<file path="src/rtl/head.vh">
// rtl/head.vh - shared slot-width, slot-count and fsync-mode constants
`ifndef TDM_HEAD_VH
`define TDM_HEAD_VH

`define TDM_SLOT_W16      6'd16
`define TDM_SLOT_W24      6'd24
`define TDM_SLOT_W32      6'd32
`define TDM_DEFAULT_SLOTS 2
`define TDM_FSYNC_PULSE   1'b0
`define TDM_FSYNC_HALF    1'b1

`endif

</file>
<file path="src/rtl/tdm_frame_timer_pkg.sv">
// rtl/tdm_frame_timer_pkg.sv - types and constants shared by the frame timer
package tdm_frame_timer_pkg;
`include "head.vh"

  typedef enum logic {
    ST_IDLE = 1'b0,
    ST_RUN  = 1'b1
  } state_t;

  localparam logic [5:0] SLOT_BITS_16     = `TDM_SLOT_W16;
  localparam logic [5:0] SLOT_BITS_24     = `TDM_SLOT_W24;
  localparam logic [5:0] SLOT_BITS_32     = `TDM_SLOT_W32;
  localparam int         DEFAULT_SLOTS    = `TDM_DEFAULT_SLOTS;
  localparam logic       FSYNC_MODE_PULSE = `TDM_FSYNC_PULSE;
  localparam logic       FSYNC_MODE_HALF  = `TDM_FSYNC_HALF;

endpackage

</file>
<file path="src/rtl/tdm_frame_timer_if.sv">
// rtl/tdm_frame_timer_if.sv - configuration inputs and frame timing outputs
interface tdm_frame_timer_if #(
  parameter int MAX_SLOTS_LOG2 = 4
);
  logic                      enable;
  logic                      bclk_tick;
  logic [3:0]                tdm_num;
  logic [1:0]                slot_width_sel;
  logic                      fsync_mode;
  logic [MAX_SLOTS_LOG2:0]   tdm_num_real;
  logic [5:0]                slot_bits;
  logic                      fsync;
  logic [MAX_SLOTS_LOG2-1:0] slot_idx;
  logic [4:0]                bit_idx;
  logic                      slot_start;
  logic                      frame_start;
  logic                      cfg_err;
  logic                      running;

  modport master (
    input  enable, bclk_tick, tdm_num, slot_width_sel, fsync_mode,
    output tdm_num_real, slot_bits, fsync, slot_idx, bit_idx,
           slot_start, frame_start, cfg_err, running
  );

  modport slave (
    output enable, bclk_tick, tdm_num, slot_width_sel, fsync_mode,
    input  tdm_num_real, slot_bits, fsync, slot_idx, bit_idx,
           slot_start, frame_start, cfg_err, running
  );
endinterface

</file>
<file path="src/rtl/tdm_cfg_decode.sv">
// rtl/tdm_cfg_decode.sv - register codes to real slot count and slot width
module tdm_cfg_decode
  import tdm_frame_timer_pkg::*;
#(
  parameter int MAX_SLOTS_LOG2 = 4
) (
  input  logic [3:0]              tdm_num,
  input  logic [1:0]              slot_width_sel,
  output logic [MAX_SLOTS_LOG2:0] tdm_num_real,
  output logic [5:0]              slot_bits,
  output logic                    illegal
);
  localparam int RW = MAX_SLOTS_LOG2 + 1;

  always_comb begin
    illegal      = (tdm_num == 4'd0) || (int'(tdm_num) > MAX_SLOTS_LOG2);
    tdm_num_real = illegal ? RW'(DEFAULT_SLOTS) : (RW'(1) << tdm_num);
    case (slot_width_sel)
      2'd0:    slot_bits = SLOT_BITS_16;
      2'd1:    slot_bits = SLOT_BITS_24;
      default: slot_bits = SLOT_BITS_32;
    endcase
  end
endmodule

</file>
<file path="src/rtl/tdm_frame_timer.sv">
// rtl/tdm_frame_timer.sv - TDM frame sync and slot/bit index generator
// Active configuration is reloaded only on the run-start tick and frame wrap.
module tdm_frame_timer
  import tdm_frame_timer_pkg::*;
#(
  parameter int MAX_SLOTS_LOG2 = 4,
  parameter bit FSYNC_POL      = 1'b1
) (
  input  logic               clk,
  input  logic               rst_n,
  tdm_frame_timer_if.master  bus
);
  localparam int SW = MAX_SLOTS_LOG2;
  localparam int RW = MAX_SLOTS_LOG2 + 1;

  state_t          state_q, state_d;
  logic [RW-1:0]   real_q, real_d, dec_real;
  logic [5:0]      bits_q, bits_d, dec_bits;
  logic            mode_q, mode_d;
  logic [SW-1:0]   slot_q, slot_d;
  logic [4:0]      bit_q, bit_d;
  logic            fs_q, fs_d;
  logic            ss_q, ss_d;
  logic            fr_q, fr_d;
  logic            err_q, dec_illegal;
  logic            load, last_bit, last_slot, fs_active;

  tdm_cfg_decode #(.MAX_SLOTS_LOG2(MAX_SLOTS_LOG2)) u_decode (
    .tdm_num        (bus.tdm_num),
    .slot_width_sel (bus.slot_width_sel),
    .tdm_num_real   (dec_real),
    .slot_bits      (dec_bits),
    .illegal        (dec_illegal)
  );

  assign last_bit  = ({1'b0, bit_q} == (bits_q - 6'd1));
  assign last_slot = ({1'b0, slot_q} == (real_q - RW'(1)));

  always_comb begin
    state_d = state_q;
    real_d  = real_q;
    bits_d  = bits_q;
    mode_d  = mode_q;
    slot_d  = slot_q;
    bit_d   = bit_q;
    ss_d    = 1'b0;
    fr_d    = 1'b0;
    load    = 1'b0;
    if (!bus.enable) begin
      state_d = ST_IDLE;
      slot_d  = '0;
      bit_d   = '0;
    end else begin
      case (state_q)
        ST_IDLE: begin
          if (bus.bclk_tick) begin
            state_d = ST_RUN;
            load    = 1'b1;
            slot_d  = '0;
            bit_d   = '0;
            ss_d    = 1'b1;
            fr_d    = 1'b1;
          end
        end
        default: begin
          if (bus.bclk_tick) begin
            if (last_bit) begin
              bit_d = '0;
              ss_d  = 1'b1;
              if (last_slot) begin
                slot_d = '0;
                fr_d   = 1'b1;
                load   = 1'b1;
              end else begin
                slot_d = slot_q + SW'(1);
              end
            end else begin
              bit_d = bit_q + 5'd1;
            end
          end
        end
      endcase
    end
    if (load) begin
      real_d = dec_real;
      bits_d = dec_bits;
      mode_d = bus.fsync_mode;
    end
    // fsync is derived from the post-update indices so it aligns with them
    if (state_d == ST_IDLE) begin
      fs_active = 1'b0;
    end else if (mode_d == FSYNC_MODE_HALF) begin
      fs_active = ({1'b0, slot_d} < (real_d >> 1));
    end else begin
      fs_active = (slot_d == '0) && (bit_d == '0);
    end
    fs_d = fs_active ? FSYNC_POL : ~FSYNC_POL;
  end

  always_ff @(posedge clk or negedge rst_n) begin
    if (!rst_n) begin
      state_q <= ST_IDLE;
      real_q  <= RW'(DEFAULT_SLOTS);
      bits_q  <= SLOT_BITS_16;
      mode_q  <= FSYNC_MODE_PULSE;
      slot_q  <= '0;
      bit_q   <= '0;
      fs_q    <= ~FSYNC_POL;
      ss_q    <= 1'b0;
      fr_q    <= 1'b0;
      err_q   <= 1'b0;
    end else begin
      state_q <= state_d;
      real_q  <= real_d;
      bits_q  <= bits_d;
      mode_q  <= mode_d;
      slot_q  <= slot_d;
      bit_q   <= bit_d;
      fs_q    <= fs_d;
      ss_q    <= ss_d;
      fr_q    <= fr_d;
      err_q   <= dec_illegal;
    end
  end

  assign bus.tdm_num_real = real_q;
  assign bus.slot_bits    = bits_q;
  assign bus.fsync        = fs_q;
  assign bus.slot_idx     = slot_q;
  assign bus.bit_idx      = bit_q;
  assign bus.slot_start   = ss_q;
  assign bus.frame_start  = fr_q;
  assign bus.cfg_err      = err_q;
  assign bus.running      = (state_q == ST_RUN);
endmodule

</file>
<file path="src/flat_wrapper.sv">
// flat-port wrapper written by rule: the top's interface ports become plain ports
module tdm_frame_timer_flat import tdm_frame_timer_pkg::*;
#(
  parameter int MAX_SLOTS_LOG2 = 4,
  parameter bit FSYNC_POL      = 1'b1
)
  (clk, rst_n, bus_enable, bus_bclk_tick, bus_tdm_num, bus_slot_width_sel, bus_fsync_mode, bus_tdm_num_real, bus_slot_bits, bus_fsync, bus_slot_idx, bus_bit_idx, bus_slot_start, bus_frame_start, bus_cfg_err, bus_running);
  tdm_frame_timer_if #(.MAX_SLOTS_LOG2(MAX_SLOTS_LOG2)) bus_i ();
  input  logic clk;
  input  logic rst_n;
  input wire logic [$bits(bus_i.enable)-1:0] bus_enable;
  input wire logic [$bits(bus_i.bclk_tick)-1:0] bus_bclk_tick;
  input wire logic [$bits(bus_i.tdm_num)-1:0] bus_tdm_num;
  input wire logic [$bits(bus_i.slot_width_sel)-1:0] bus_slot_width_sel;
  input wire logic [$bits(bus_i.fsync_mode)-1:0] bus_fsync_mode;
  output wire logic [$bits(bus_i.tdm_num_real)-1:0] bus_tdm_num_real;
  output wire logic [$bits(bus_i.slot_bits)-1:0] bus_slot_bits;
  output wire logic [$bits(bus_i.fsync)-1:0] bus_fsync;
  output wire logic [$bits(bus_i.slot_idx)-1:0] bus_slot_idx;
  output wire logic [$bits(bus_i.bit_idx)-1:0] bus_bit_idx;
  output wire logic [$bits(bus_i.slot_start)-1:0] bus_slot_start;
  output wire logic [$bits(bus_i.frame_start)-1:0] bus_frame_start;
  output wire logic [$bits(bus_i.cfg_err)-1:0] bus_cfg_err;
  output wire logic [$bits(bus_i.running)-1:0] bus_running;
  assign bus_i.enable = bus_enable;
  assign bus_i.bclk_tick = bus_bclk_tick;
  assign bus_i.tdm_num = bus_tdm_num;
  assign bus_i.slot_width_sel = bus_slot_width_sel;
  assign bus_i.fsync_mode = bus_fsync_mode;
  assign bus_tdm_num_real = bus_i.tdm_num_real;
  assign bus_slot_bits = bus_i.slot_bits;
  assign bus_fsync = bus_i.fsync;
  assign bus_slot_idx = bus_i.slot_idx;
  assign bus_bit_idx = bus_i.bit_idx;
  assign bus_slot_start = bus_i.slot_start;
  assign bus_frame_start = bus_i.frame_start;
  assign bus_cfg_err = bus_i.cfg_err;
  assign bus_running = bus_i.running;
  tdm_frame_timer #(.MAX_SLOTS_LOG2(MAX_SLOTS_LOG2), .FSYNC_POL(FSYNC_POL)) u_core (.clk(clk), .rst_n(rst_n), .bus(bus_i));
endmodule
</file>
<file path="config.mk">
export PLATFORM = sky130hd
export DESIGN_NAME = tdm_frame_timer_flat
export DESIGN_NICKNAME = d
export VERILOG_FILES = /design/src/rtl/tdm_frame_timer_pkg.sv /design/src/rtl/tdm_frame_timer_if.sv /design/src/rtl/tdm_cfg_decode.sv /design/src/rtl/tdm_frame_timer.sv /design/src/flat_wrapper.sv
export VERILOG_INCLUDE_DIRS = /design/src /design/src/rtl
export SDC_FILE = /design/constraint.sdc
export NUM_CORES = 1
export LEC_CHECK = 0
export CORE_MARGIN = 10
export CORE_UTILIZATION = 45
export CTS_CLUSTER_DIAMETER = 30
export DETAILED_ROUTE_END_ITERATION = 8
export MAX_ROUTING_LAYER = met4
export PLACE_DENSITY = 0.72
export SLEW_MARGIN = 20
export SYNTH_ARGS = -nofsm -noshare
export SYNTH_HDL_FRONTEND = slang
export SYNTH_HIERARCHICAL = 1
export SYNTH_SLANG_ARGS = --single-unit
</file>
<file path="constraint.sdc">
create_clock -name clk -period 4.1 [get_ports clk]
set_input_delay 0.41 -clock clk [delete_from_list [all_inputs] [get_ports clk]]
set_output_delay 0.41 -clock clk [all_outputs]
set_load 0.02 [all_outputs]
</file>
# == Yosys cells after proc, flatten, opt, wreduce, memory -nomap -nowiden ==
# Index checks and enable logic that the tools add are counted.
# W data, S select, Z words.
# classes
n_lt_le_gt_ge,2
n_mux,30
add_sub_neg,4
eq_ne,3
shift,1
reduce_logical,6
# ops
op,n
$mux W5,7
$mux W4,6
$mux W1,16
$pmux W6 S2,1
$logic_not A4 Y1,2
$eq A5 B6 Y1,1
$sub A6 B1 Y6 const B,1
$add A5 B1 Y5 const B,1
$eq A4 B5 Y1,1
$logic_not A5 Y1,1
$shl A1 B4 Y5 const A,1
$sub A5 B1 Y5 const B,1
$add A4 B1 Y4 const B,1
$gt A4 B3 Y1 const B,1
$lt A4 B4 Y1,1
$eq A2 B1 Y1 const B,1
$logic_not A2 Y1,1
$logic_and A1 B1 Y1,1
$logic_or A1 B1 Y1,1
# totals
word_cells,57
input_bits,11
ff_bits,26

# == Longest topological paths before layout ==
# logic_depth
ltp_word,12
mapped_depth,16
depth_no_buf,15

# == Modules after synthesis ==
# Netlist, hierarchy kept.
# modules_own_cells
mod,n_inst,area_each_um2,cells_per_inst
tdm_frame_timer,1,1705.4,184
tdm_cfg_decode,1,116.4,16

# == Worst setup path before layout ==
# No wires, ideal clock.
# synth_timing
kind,reg-to-reg
startpoint,"register u_core.bits_q[0], in the netlist u_core/bus.slot_bits[0]"
endpoint,"register u_core.fs_q, in the netlist u_core/bus.fsync"
synth_period_minus_slack_ns,3.246
path_slack_ns,0.854
setup_time_ns,0.082
arrival_time_ns,3.164
path_buffers,1
path_stages_with_launch,17
required_time_ns,4.018
path_cell_list,dfrtp_1 > inv_1 > ha_1 > nand3b_1 > a21boi_0 > o31a_1 > and3_1 > buf_6 > and4b_2 > a311o_1 > and2_1 > ha_1 > a21oi_1 > nor2b_1 > nor3b_1 > nand3_1 > a22oi_2
# synth_via
elab_chain_len,11
word_cells_on_any_way,23
cone_classes,add/sub (1); order compare (1); eq/ne (1); mux (17); reduce/logical (3)
# synth_lines
item,line,source
from (decl),tdm_frame_timer.sv:18,"logic [5:0] bits_q, bits_d, dec_bits;"
from (signal assigned),tdm_frame_timer.sv:115,bits_q <= bits_d;
$sub A6 B1 Y6 *,tdm_frame_timer.sv:36,"assign last_bit = ({1'b0, bit_q} == (bits_q - 6'd1));"
$eq A5 B6 Y1 *,tdm_frame_timer.sv:36,
$mux W4 *,tdm_frame_timer.sv:67,if (last_bit) begin
$mux W4 *,tdm_frame_timer.sv:66,if (bus.bclk_tick) begin
$mux W4 *,tdm_frame_timer.sv:54,case (state_q)
$mux W4 *,tdm_frame_timer.sv:49,if (!bus.enable) begin
named net u_core.slot_d[2],tdm_frame_timer.sv:20,"logic [SW-1:0] slot_q, slot_d;"
branches (longest 2 deep; another with $lt A4 B4 Y1),--,
$mux W1 *,tdm_frame_timer.sv:92,end else if (mode_d == FSYNC_MODE_HALF) begin
$mux W1 *,tdm_frame_timer.sv:90,if (state_d == ST_IDLE) begin
named net u_core.fs_active,tdm_frame_timer.sv:26,"logic load, last_bit, last_slot, fs_active;"
$mux W1 *,tdm_frame_timer.sv:97,fs_d = fs_active ? FSYNC_POL : ~FSYNC_POL;
to (signal assigned),tdm_frame_timer.sv:108,fs_q <= ~FSYNC_POL;
to (signal assigned),tdm_frame_timer.sv:119,fs_q <= fs_d;
to (decl),tdm_frame_timer.sv:22,"logic fs_q, fs_d;"
# Mark *: on every way through the listed nets, which the timed path passes.
# A chain may end at the register's enable or synchronous reset.

# == Worst setup path in the final report ==
# layout_timing
startpoint,"register u_core.bits_q[2], in the netlist u_core/bus.slot_bits[2]"
endpoint,"register u_core.fs_q, in the netlist u_core/bus.fsync"
# Same word-level chain as after synthesis.

==> results.json <==
{
  "status": "completed",
  "seq_area_frac_synth_pct": 35.9,
  "holdBufCountCts": 0,
  "met3_usage_pct": 2.93,
  "period_minus_slack_ns": 3.43,
  "final_antenna_net_count": 0,
  "criticalPathCategory": "reg2reg",
  "syn-cell-area_mm2": 0.00182,
  "dieArea_mm2": 0.00699,
  "dr_total_vias": 1510,
  "overflow": 0,
  "synth_cells": 200,
  "tritoncts": "built",
  "cts_buffer_depth": 2,
  "cap_violations": 0,
  "firstDrtPassIters": 4,
  "worst-path-stages": 13,
  "synth_top_area_cell": "dfrtp_1",
  "max_slew_margin_pct": 63.2,
  "rr_worst_depth": 13,
  "avgSynthCellArea_um2": 9.11,
  "drc": 0,
  "cts.sinks": 26,
  "cts_buffers": 3,
  "routed_wire_length_per_instance_um": 14.9,
  "path_clk_slew_ns": 0.09,
  "cts_setup_buffers": 0,
  "use_met2_pct": 20.1,
  "synth.most_common_cell": "nand2_1",
  "path_delay_family": "simple AND/OR/NAND/NOR gates",
  "cp_slowest_stage_delay_ns": 0.55,
  "fin_hold_ws_ns": 0.491,
  "dp_hpwl_um": 3220,
  "critPathLaunchType": "flop",
  "worstSetupStartpoint": "u_core/bus.slot_bits[2]$_DFFE_PN0N_",
  "top_usage_layer": "met2",
  "setup_tns_ns": 0,
  "period_share_pct": 83.7,
  "clock_skew_ns": 0.00590,
  "critPathBufInv": 0,
  "grt_max_degree": 27,
  "gr-usage-met1_pct": 15.5,
  "report.final.slew_viol_count": 0,
  "cp.required_ns": 4.30,
  "critical_path.reg2reg.startpoint": "u_core/bus.slot_bits[2]$_DFFE_PN0N_",
  "max_freq_ghz": 0.291,
  "final_nets": 251,
  "crit_slowest_cell": "or4_1",
  "grt_usage_pct": 12.7,
  "cp-endpoint": "u_core/bus.fsync$_DFF_PN0_",
  "routed_wl_um": 4210,
  "antenna_cells": 0,
  "switching_share_pct": 33.2,
  "critPathMaxFanout": 8,
  "core_area_mm2": 0.00397,
  "insertion_delay_ns": 0.28,
  "power_density_mw_per_mm2": 320,
  "yosysUniqueCellTypes": 58,
  "reg2reg_setup_slack_ns": 0.67,
  "drive_gt1_share_pct": 10.3,
  "critPathCaptureType": "flop",
  "ios": 36,
  "initial_core_util_pct": 45.9,
  "power_leakage_nw": 1.02,
  "cts_resized": 0,
  "cp.arrival_ns": 3.64,
  "grt_pass1_vias": 1512,
  "crit_chain": "or4_1 -> nor2_2 -> xnor2_1 -> and3_1 -> o21ai_0 -> a311o_1 -> and2_1 -> ha_1 -> a21oi_1 -> nor2b_1 -> nor3b_1 -> nand3_1 -> a22oi_2",
  "die_h_um": 83.6,
  "grt_antenna_before_repair": 0,
  "yosys_warnings": 6,
  "synth_top_area_share_pct": 33.0,
  "synthTopCellsByArea": "dfrtp_1 33%, nand2_1 5.6%, ha_1 4.8%",
  "p_clk_share_pct": 23.6,
  "h-tree-depth": 1,
  "areaGrowthSynthToFinish_pct": 23.6,
  "ys_ff_latch": 26,
  "p_int_uw": 481,
  "synthTopCellsByCount": "27 x nand2_1, 24 x dfrtp_1, 13 x inv_1",
  "viasPerCell": 5.35,
  "hold_path.class": "in2async",
  "hold_viol": 0,
  "finalSetupViolCount": 0,
  "rsz0062_at_grt": "no",
  "worst_slew_pin_slew_ns": 0.552,
  "synthFlopType": "dfrtp_1",
  "grt_pass1_wl_um": 7390,
  "synth-edff-count": 0,
  "gp_congestion": 0.875,
  "switching_power_uw": 239,
  "io_buffers": 35,
  "root_buffer": "clkbuf_8",
  "power_frac_comb_pct": 33.3,
  "rows": 23,
  "ir_drop_v": 0.000149,
  "pwr-share-seq_pct": 43.1,
  "r2r-end": "u_core/bus.fsync$_DFF_PN0_",
  "drtIter0Drc": 98,
  "async_flop_share_pct": 100,
  "fillers": 352,
  "die_x_um": 83.6
}
[metrics by stage]
stage	cells	util [%]	power [mW]	setup WS (ns)	area (um2)
2_1_floorplan	203	-	0.471	0.854	1830
3_3_place_gp	278	55.3	0.555	0.756	2200
3_5_place_dp	278	55.3	0.557	0.679	2200
4_1_cts	282	56.7	0.730	0.653	2250
5_1_grt	282	56.7	0.769	0.365	2250
6_report	282	56.7	0.720	0.667	2250
[placed cells by master (no fill, tap or decap), drive strengths merged, types with 7 or more instances in the layout]
cell type / netlist / layout
nor2: 11 / 11
clkdlybuf4s50: 0 / 35
ha: 7 / 7
nand2: 27 / 27
xnor2: 7 / 7
inv: 14 / 14
nor2b: 7 / 7
dfrtp: 24 / 24
o21ai: 8 / 8
[flip-flops by register name (all words and copies together) (netlist names)]
name / cells
u_core/bus.tdm_num_real: 5
u_core/bus.bit_idx: 5
u_core/bus.slot_start: 1
u_core/bus.slot_idx: 4
u_core/bus.fsync: 1
u_core/bus.cfg_err: 1
u_core/bus.frame_start: 1
u_core/bus.slot_bits: 6
u_core/bus.running: 1
u_core/mode_q: 1
[layout make-up]
class	instances	area [um2]	area share (%)
Sequential cell	26	653	29.0
Timing Repair Buffer	38	373	16.6
Inverter	14	52.6	2.33
Multi-Input combinational cell	150	1050	46.9
Tap cell	50	62.6	2.78
Clock buffer	4	55.1	2.45
[metal layers]
| metal | wire length (um) | share of wire, % | vias up |
|---|---|---|---|
| li1 | - | - | 765 |
| met1 | 1970 | 47 | 702 |
| met2 | 1990 | 47 | 38 |
| met3 | 193 | 4.6 | 5 |
| met4 | 54 | 1.3 | 0 |
| met5 | 0 | 0 | - |
[logic make-up after synthesis]
| logic type | count (synthesis) | synth area share (%) |
|---|---|---|
| buf+inv | 27 | 6.87 |
| simple gates | 83 | 26.8 |
| xor+xnor | 12 | 5.77 |
| other cells | 1 | 0.206 |
| fa+ha+maj | 7 | 4.81 |
| flops | 26 | 35.9 |
| mux | 7 | 3.98 |
| compound gates | 37 | 15.7 |
[power groups by stage]
stage | combinational (mW) | clock [mW] | sequential (mW)
6_report | 0.239 | 0.170 | 0.310
5_1_grt | 0.263 | 0.191 | 0.316
4_1_cts | 0.243 | 0.176 | 0.311
3_5_place_dp | 0.241 | 0 | 0.316
3_3_place_gp | 0.239 | 0 | 0.316
2_1_floorplan | 0.137 | 0 | 0.334
[worst reg2reg max path: cells and delay by family, from the launching register on]
kind,cells,cell delay (ns)
adder cells (fa/ha/maj),1,0.29
AND/OR/NAND/NOR,7,1.60
XOR/XNOR,1,0.17
AO/OA/AOI/OAI,4,0.83
flip-flops,1,0.47
[worst min-delay path by stage]
stage	to	slack, ns	cells past startpoint
2_1_floorplan	u_core/bus.bit_idx[0]$_DFF_PN0_	0.11	0
3_3_place_gp	u_core/bus.slot_bits[4]$_DFFE_PN1N_	0.48	2
3_5_place_dp	u_core/bus.slot_bits[4]$_DFFE_PN1N_	0.49	2
4_1_cts	u_core/bus.slot_bits[4]$_DFFE_PN1N_	0.50	2
5_1_grt	u_core/bus.slot_bits[1]$_DFFE_PN0N_	0.53	2
6_report	u_core/bus.bit_idx[3]$_DFF_PN0_	0.49	2
Note: power is estimated with default switching activity, not from simulation.
